==> config.mk <==
export PLATFORM = sky130hd
export DESIGN_NAME = fp_divider
export DESIGN_NICKNAME = d
export VERILOG_FILES = /design/src/rtl/fp_divider.sv
export SDC_FILE = /design/constraint.sdc
export NUM_CORES = 1
export LEC_CHECK = 0
export ABC_CLOCK_PERIOD_IN_PS = 5280
export BUFFER_PORTS_ARGS = -buffer_cell sky130_fd_sc_hd__buf_2
export CAP_MARGIN = 20
export CORE_MARGIN = 4
export CORE_UTILIZATION = 40
export DETAILED_ROUTE_END_ITERATION = 8
export HOLD_SLACK_MARGIN = 0.12
export PLACE_DENSITY = 0.62
export RECOVER_POWER = 100
export SLEW_MARGIN = 15
export SYNTH_ARGS = -nofsm -noshare
export SYNTH_HDL_FRONTEND = slang
export SYNTH_SLANG_ARGS = --single-unit
==> constraint.sdc <==
create_clock -name clk -period 5.28 [get_ports clk]
set_input_delay 1.32 -clock clk [delete_from_list [all_inputs] [get_ports clk]]
set_output_delay 1.32 -clock clk [all_outputs]
set_load 0.03 [all_outputs]
==> src/rtl/fp_divider.sv <==
// Multi-cycle binary32 divider: radix-2 restoring mantissa loop, RNE rounding.
// Optional macro FP_DIV_SPECIAL_BYPASS_EN sends special-case operands IDLE -> DONE.
module fp_divider (
  input  logic        clk,
  input  logic        reset_n,
  input  logic        in_valid,
  output logic        in_ready,
  input  logic [31:0] a,
  input  logic [31:0] b,
  output logic        out_valid,
  input  logic        out_ready,
  output logic [31:0] y,
  output logic        div_by_zero
);

  typedef enum logic [1:0] {
    IDLE,
    DIV,
    ROUND,
    DONE
  } state_t;

  state_t      state_q;
  logic [4:0]  cnt_q;
  logic [31:0] a_q;
  logic [31:0] b_q;
  logic [25:0] rem_q;
  logic [25:0] quo_q;
  logic [31:0] y_q;
  logic        dz_q;
  logic        in_ready_q;
  logic        out_valid_q;

  // {hit, div_by_zero, y}; hit=0 means the normal path applies
  function automatic logic [33:0] special_f(
    input logic [31:0] x,
    input logic [31:0] z
  );
    logic       s;
    logic       xn, xi, xz;
    logic       zn, zi, zz;
    logic [33:0] r;
    s  = x[31] ^ z[31];
    xn = (&x[30:23]) & (|x[22:0]);
    xi = (&x[30:23]) & ~(|x[22:0]);
    xz = ~(|x[30:23]);
    zn = (&z[30:23]) & (|z[22:0]);
    zi = (&z[30:23]) & ~(|z[22:0]);
    zz = ~(|z[30:23]);
    r  = {2'b00, s, 31'd0};
    if (xn | zn | (xz & zz) | (xi & zi))
      r = {2'b10, s, 8'hFF, 23'h400000};
    else if (xi)
      r = {2'b10, s, 8'hFF, 23'd0};
    else if (zi)
      r = {2'b10, s, 31'd0};
    else if (xz)
      r = {2'b10, s, 31'd0};
    else if (zz)
      r = {2'b11, s, 8'hFF, 23'd0};
    return r;
  endfunction

  logic [33:0] sp_q;
  assign sp_q = special_f(a_q, b_q);

`ifdef FP_DIV_SPECIAL_BYPASS_EN
  logic [33:0] sp_in;
  assign sp_in = special_f(a, b);
`endif

  logic [25:0] mb;
  logic        ge;
  logic [25:0] rem_sub;
  logic [25:0] rem_d;
  logic [25:0] quo_d;

  assign mb = {3'b001, b_q[22:0]};

  always_comb begin
    ge      = rem_q >= mb;
    rem_sub = ge ? rem_q - mb : rem_q;
    rem_d   = rem_sub << 1;
    quo_d   = {quo_q[24:0], ge};
  end

  logic signed [9:0] exp_base;
  logic signed [9:0] e0;
  logic signed [9:0] e1;
  logic [22:0] man;
  logic [22:0] man_r;
  logic        g;
  logic        st;
  logic        rup;
  logic        carry;
  logic        sgn;
  logic [31:0] norm_y;

  assign sgn = a_q[31] ^ b_q[31];
  assign exp_base = signed'({2'b00, a_q[30:23]})
                  - signed'({2'b00, b_q[30:23]})
                  + 10'sd127;

  always_comb begin
    if (quo_q[25]) begin
      man = quo_q[24:2];
      g   = quo_q[1];
      st  = (|rem_q) | quo_q[0];
      e0  = exp_base;
    end else begin
      man = quo_q[23:1];
      g   = quo_q[0];
      st  = |rem_q;
      e0  = exp_base - 10'sd1;
    end
    rup = g & (st | man[0]);
    {carry, man_r} = {1'b0, man} + {23'd0, rup};
    e1 = e0 + signed'({9'd0, carry});
    if (e1 >= 10'sd255)
      norm_y = {sgn, 8'hFF, 23'd0};
    else if (e1 <= 10'sd0)
      norm_y = {sgn, 31'd0};
    else
      norm_y = {sgn, e1[7:0], man_r};
  end

  always_ff @(posedge clk or negedge reset_n) begin
    if (!reset_n) begin
      state_q     <= IDLE;
      cnt_q       <= 5'd0;
      a_q         <= 32'd0;
      b_q         <= 32'd0;
      rem_q       <= 26'd0;
      quo_q       <= 26'd0;
      y_q         <= 32'd0;
      dz_q        <= 1'b0;
      in_ready_q  <= 1'b1;
      out_valid_q <= 1'b0;
    end else begin
      unique case (state_q)
        IDLE: begin
          if (in_valid) begin
            a_q        <= a;
            b_q        <= b;
            rem_q      <= {3'b001, a[22:0]};
            quo_q      <= 26'd0;
            cnt_q      <= 5'd0;
            in_ready_q <= 1'b0;
`ifdef FP_DIV_SPECIAL_BYPASS_EN
            if (sp_in[33]) begin
              y_q         <= sp_in[31:0];
              dz_q        <= sp_in[32];
              out_valid_q <= 1'b1;
              state_q     <= DONE;
            end else begin
              state_q <= DIV;
            end
`else
            state_q <= DIV;
`endif
          end
        end
        DIV: begin
          rem_q <= rem_d;
          quo_q <= quo_d;
          if (cnt_q == 5'd25) begin
            cnt_q   <= 5'd0;
            state_q <= ROUND;
          end else begin
            cnt_q <= cnt_q + 5'd1;
          end
        end
        ROUND: begin
          if (sp_q[33]) begin
            y_q  <= sp_q[31:0];
            dz_q <= sp_q[32];
          end else begin
            y_q  <= norm_y;
            dz_q <= 1'b0;
          end
          out_valid_q <= 1'b1;
          state_q     <= DONE;
        end
        DONE: begin
          if (out_ready) begin
            out_valid_q <= 1'b0;
            in_ready_q  <= 1'b1;
            state_q     <= IDLE;
          end
        end
        default: state_q <= IDLE;
      endcase
    end
  end

  assign in_ready    = in_ready_q;
  assign out_valid   = out_valid_q;
  assign y           = y_q;
  assign div_by_zero = dz_q;

endmodule

==> results.tsv <==
stage	metric	value	unit
outcome	status	finished, violations left	
outcome	failing checks	max-capacitance violations, max-slew violations	
synthesis	adder-cell area share of the yosys netlist	0.0563	
drt	DR iter-0 viols	478	
global_routing	largest net degree at the start of global routing	86	
synthesis	#FFs+latches synth	158	
floorplan	Die ar.	0.0277	sq mm
floorplan	I/O pin count	103	
placement	PortBufs	102	
critical_path	reg2reg start	quo_q[25]$_DFFE_PN0P_	
global_routing	Overflow after GRT	0	
timing	setup TNS	0	ns
timing	Max Freq	208	MHz
synthesis	synthesized area per cell	9.44	sq um
timing	# setup viols final	0	
synthesis	post-synthesis simple-gate area fraction	0.146	
critical_path	Critical path origin	quo_q[25]$_DFFE_PN0P_	
cells_and_area	Fillers	2414	
timing	crit share post-route	0.909	
synthesis	Syn Nets	1176	
clocking	hold buffers post-CTS	0	
clocking	Num CTS Buffers	17	
timing	Tmin final	4.80	ns
drt	Routed Antenna Nets	0	
synthesis	largest family of logic cells by synthesized area	compound AO/OA/AOI/OAI gates	
floorplan	DIE HEIGHT	166	microns
drt	Via density	5.43	
clocking	Worst-path clk slew	0.06	ns
timing	Worst Max-Slew Pin Slew	2.62	ns
floorplan	Rows	57	
synthesis	Post-synth EDFFs	0	
global_routing	antenna violations before repair	0	
synthesis	sequential-to-total area share from yosys stat	0.394	
synthesis	yosys warns	0	
critical_path	Worst Path Required	5.60	ns
cells_and_area	area growth from synthesis to layout	13.1	%
synthesis	xor and xnor fraction of the mapped netlist area	0.0650	
clocking	Clock Latency Late Sink	0.42	ns
global_routing	global-route wire length before repair	40600	microns
synthesis	Netlist Area Pre-Place	0.0100	sq mm
synthesis	mux cell area share after synthesis	0.0868	
clocking	postcts setup bufs	0	
cells_and_area	ANT cells	0	
placement	Final GP Congestion	0.875	
timing	RSZ-0062 raised after global routing	false	
clocking	CTS tree	built	
global_routing	Tot GR Track Use	0.175	
placement	post-DP HPWL	17700	microns
critical_path	crit path DAT	5.12	ns
cells_and_area	nets	1254	
drt	Remaining DRCs	0	
clocking	clock root buffer	clkbuf_16	
timing	final setup skew	0.0144	ns
clocking	clk buf depth	2	
critical_path	startpoint class of the critical path	register	
floorplan	initial core utilization	0.409	
critical_path	CP max FO	56	
floorplan	Core Area	0.0245	sq mm
drt	Pre-Repair DR Iteration Count	5	
placement	pre-CTS setup slack	0.393	ns
clocking	cts repair resizes	0	
synthesis	Compound-Gate Fraction of Synth Area	0.201	
drt	DR WL/cell	16.4	microns
flow_run	Max Cap Viol	5	
timing	Max-slew headroom	-0.745	
synthesis	Post-synth ARST share	1.00	
floorplan	Horiz. Die Dim	166	microns
synthesis	Post-Syn Instances	1064	
drt	via count	8028	
cells_and_area	layout cells sized above 1	0.167	
global_routing	vias in the first global route	7841	
timing	Fin. Hold Viols	0	
clocking	# H-tree levels	4	
worst_hold_path	min-delay worst type	register to register	
critical_path	Worst Path Class, Setup	register to register	
clocking	clk sink count	158	
synthesis	post-synth cell types	79	
critical_path	CP Capture Type	register	
drt	drt total wl	24300	microns
synthesis	ys flop type	dfrtp_1	
worst_hold_path	Hold Crit Start	a_q[0]$_DFFE_PN0P_	
timing	final setup margin	0.483	ns
timing	Slew Viols, Final	257	
==> layout by cell type (no fill, tap or decap), drive strengths merged, types with 6 or more instances in the layout <==
cell	netlist	final
xnor2	33	33
and3	8	8
a21oi	79	79
mux2i	14	14
nor2b	16	16
nand4	15	15
nor3	14	14
o21a	6	6
a211oi	7	7
o21bai	6	6
mux2	65	65
inv	79	82
nor2	68	68
nor4	27	27
nand3	25	25
buf	12	68
a22o	24	24
nand2b	15	15
nand2	78	78
ha	42	42
or3	6	6
clkbuf	40	64
a21o	13	13
xor2	36	36
o211ai	13	13
o22ai	34	34
o21ai	61	61
dfrtp	157	157
==> Yosys cell counts (all sizes together) (4+ instances only) <==
library cell,instances,area share
nand2b,15,0.0093
a21oi,79,0.040
nand3b,4,0.0030
clkbuf,40,0.015
nor4,27,0.017
buf,12,0.0069
xor2,36,0.033
nor3,14,0.0075
nand4,15,0.0093
ha,42,0.052
or3,6,0.0037
and2,4,0.0025
a21boi,5,0.0037
a21o,13,0.0097
xnor2,33,0.030
o21ai,61,0.031
o21bai,6,0.0045
dfrtp,157,0.39
o31ai,5,0.0037
mux2i,14,0.014
o211ai,13,0.0097
and4,4,0.0035
nor2,68,0.026
mux2,65,0.073
o2111ai,4,0.0041
nand3,25,0.012
nand2,78,0.029
inv,79,0.030
a22o,24,0.021
nor2b,16,0.010
and3,8,0.0050
o22ai,34,0.034
o21a,6,0.0045
a211oi,7,0.0057
==> logic make-up (layout without fill, tap and decap cells) <==
group                      count (synthesis)  in the layout
AOI/OAI and AO/OA                        289            289
muxes                                     79             79
and+or+nand+nor                          293            293
buffers and inverters                    131            222
adders and majority gates                 44             44
DFF                                      158            158
xor gates and xnor gates                  70             70
==> layer usage <==
metal,global-route usage,up-vias,routed length (microns)
met4,0.0427,0,334
met1,0.247,3814,11600
met2,0.280,184,11200
li1,-,4006,-
met5,0,-,0
met3,0.0325,24,1110
==> cell type report <==
cell class / instances / area (sq um) / share of cell area
clock inverters: 11 / 178 / 0.0156
flip-flops and latches: 158 / 3960 / 0.348
multi-input cells: 775 / 5520 / 0.486
well taps: 324 / 405 / 0.0357
inverters: 79 / 297 / 0.0261
clock buffers: 21 / 470 / 0.0414
repair buffers: 111 / 536 / 0.0471
==> worst paths after layout <==
kind | end | slack [ns] | cells past startpoint
max | y[15]$_DFFE_PN0P_ | 0.48 | 16
min | a_q[0]$_DFFE_PN0P_ | 0.49 | 2
max reg2reg | y[15]$_DFFE_PN0P_ | 0.48 | 16
min reg2reg | a_q[0]$_DFFE_PN0P_ | 0.49 | 2
max in group asynchronous | rem_q[15]$_DFFE_PN0P_ | 2.46 | 1
min in group asynchronous | div_by_zero$_DFFE_PN0P_ | 1.50 | 1
==> registers in the layout (all words and copies together), names as in the netlist <==
signal and flops:
a_q 32, b_q 32, cnt_q 5, div_by_zero 1, in_ready 1, out_valid 1, quo_q 26, rem_q 26
state_q 2, y 32
==> worst max-delay path, cell delays in order, from the launching register on <==
cell	delay, ns
dfrtp_2	0.40
buf_12	0.25
nand2_1	0.08
a21oi_1	0.30
and4_1	0.28
nand4_1	0.17
a211oi_1	0.36
nand4_1	0.20
nor2_1	0.14
ha_1	0.20
ha_1	0.21
o21ai_2	0.10
or3_1	0.47
and4_1	0.23
o2111ai_2	0.29
nand4b_2	0.66
o22ai_1	0.33
==> per-stage QoR <==
| step | instances | instance area (sq um) | hold slack (ns) | util |
|---|---|---|---|---|
| floorplan | 1064 | 10000 | 0.451 | - |
| detailed placement | 1447 | 10900 | 0.485 | 0.443 |
| CTS | 1479 | 11500 | 0.499 | 0.469 |
| finish | 1479 | 11400 | 0.492 | 0.463 |
| global route | 1479 | 11400 | 0.517 | 0.463 |
| global placement | 1447 | 10900 | 0.467 | 0.443 |
Power is left out: the tool's default activity adds up to more than one toggle a clock period on the data nets, which glitch-free logic cannot reach.
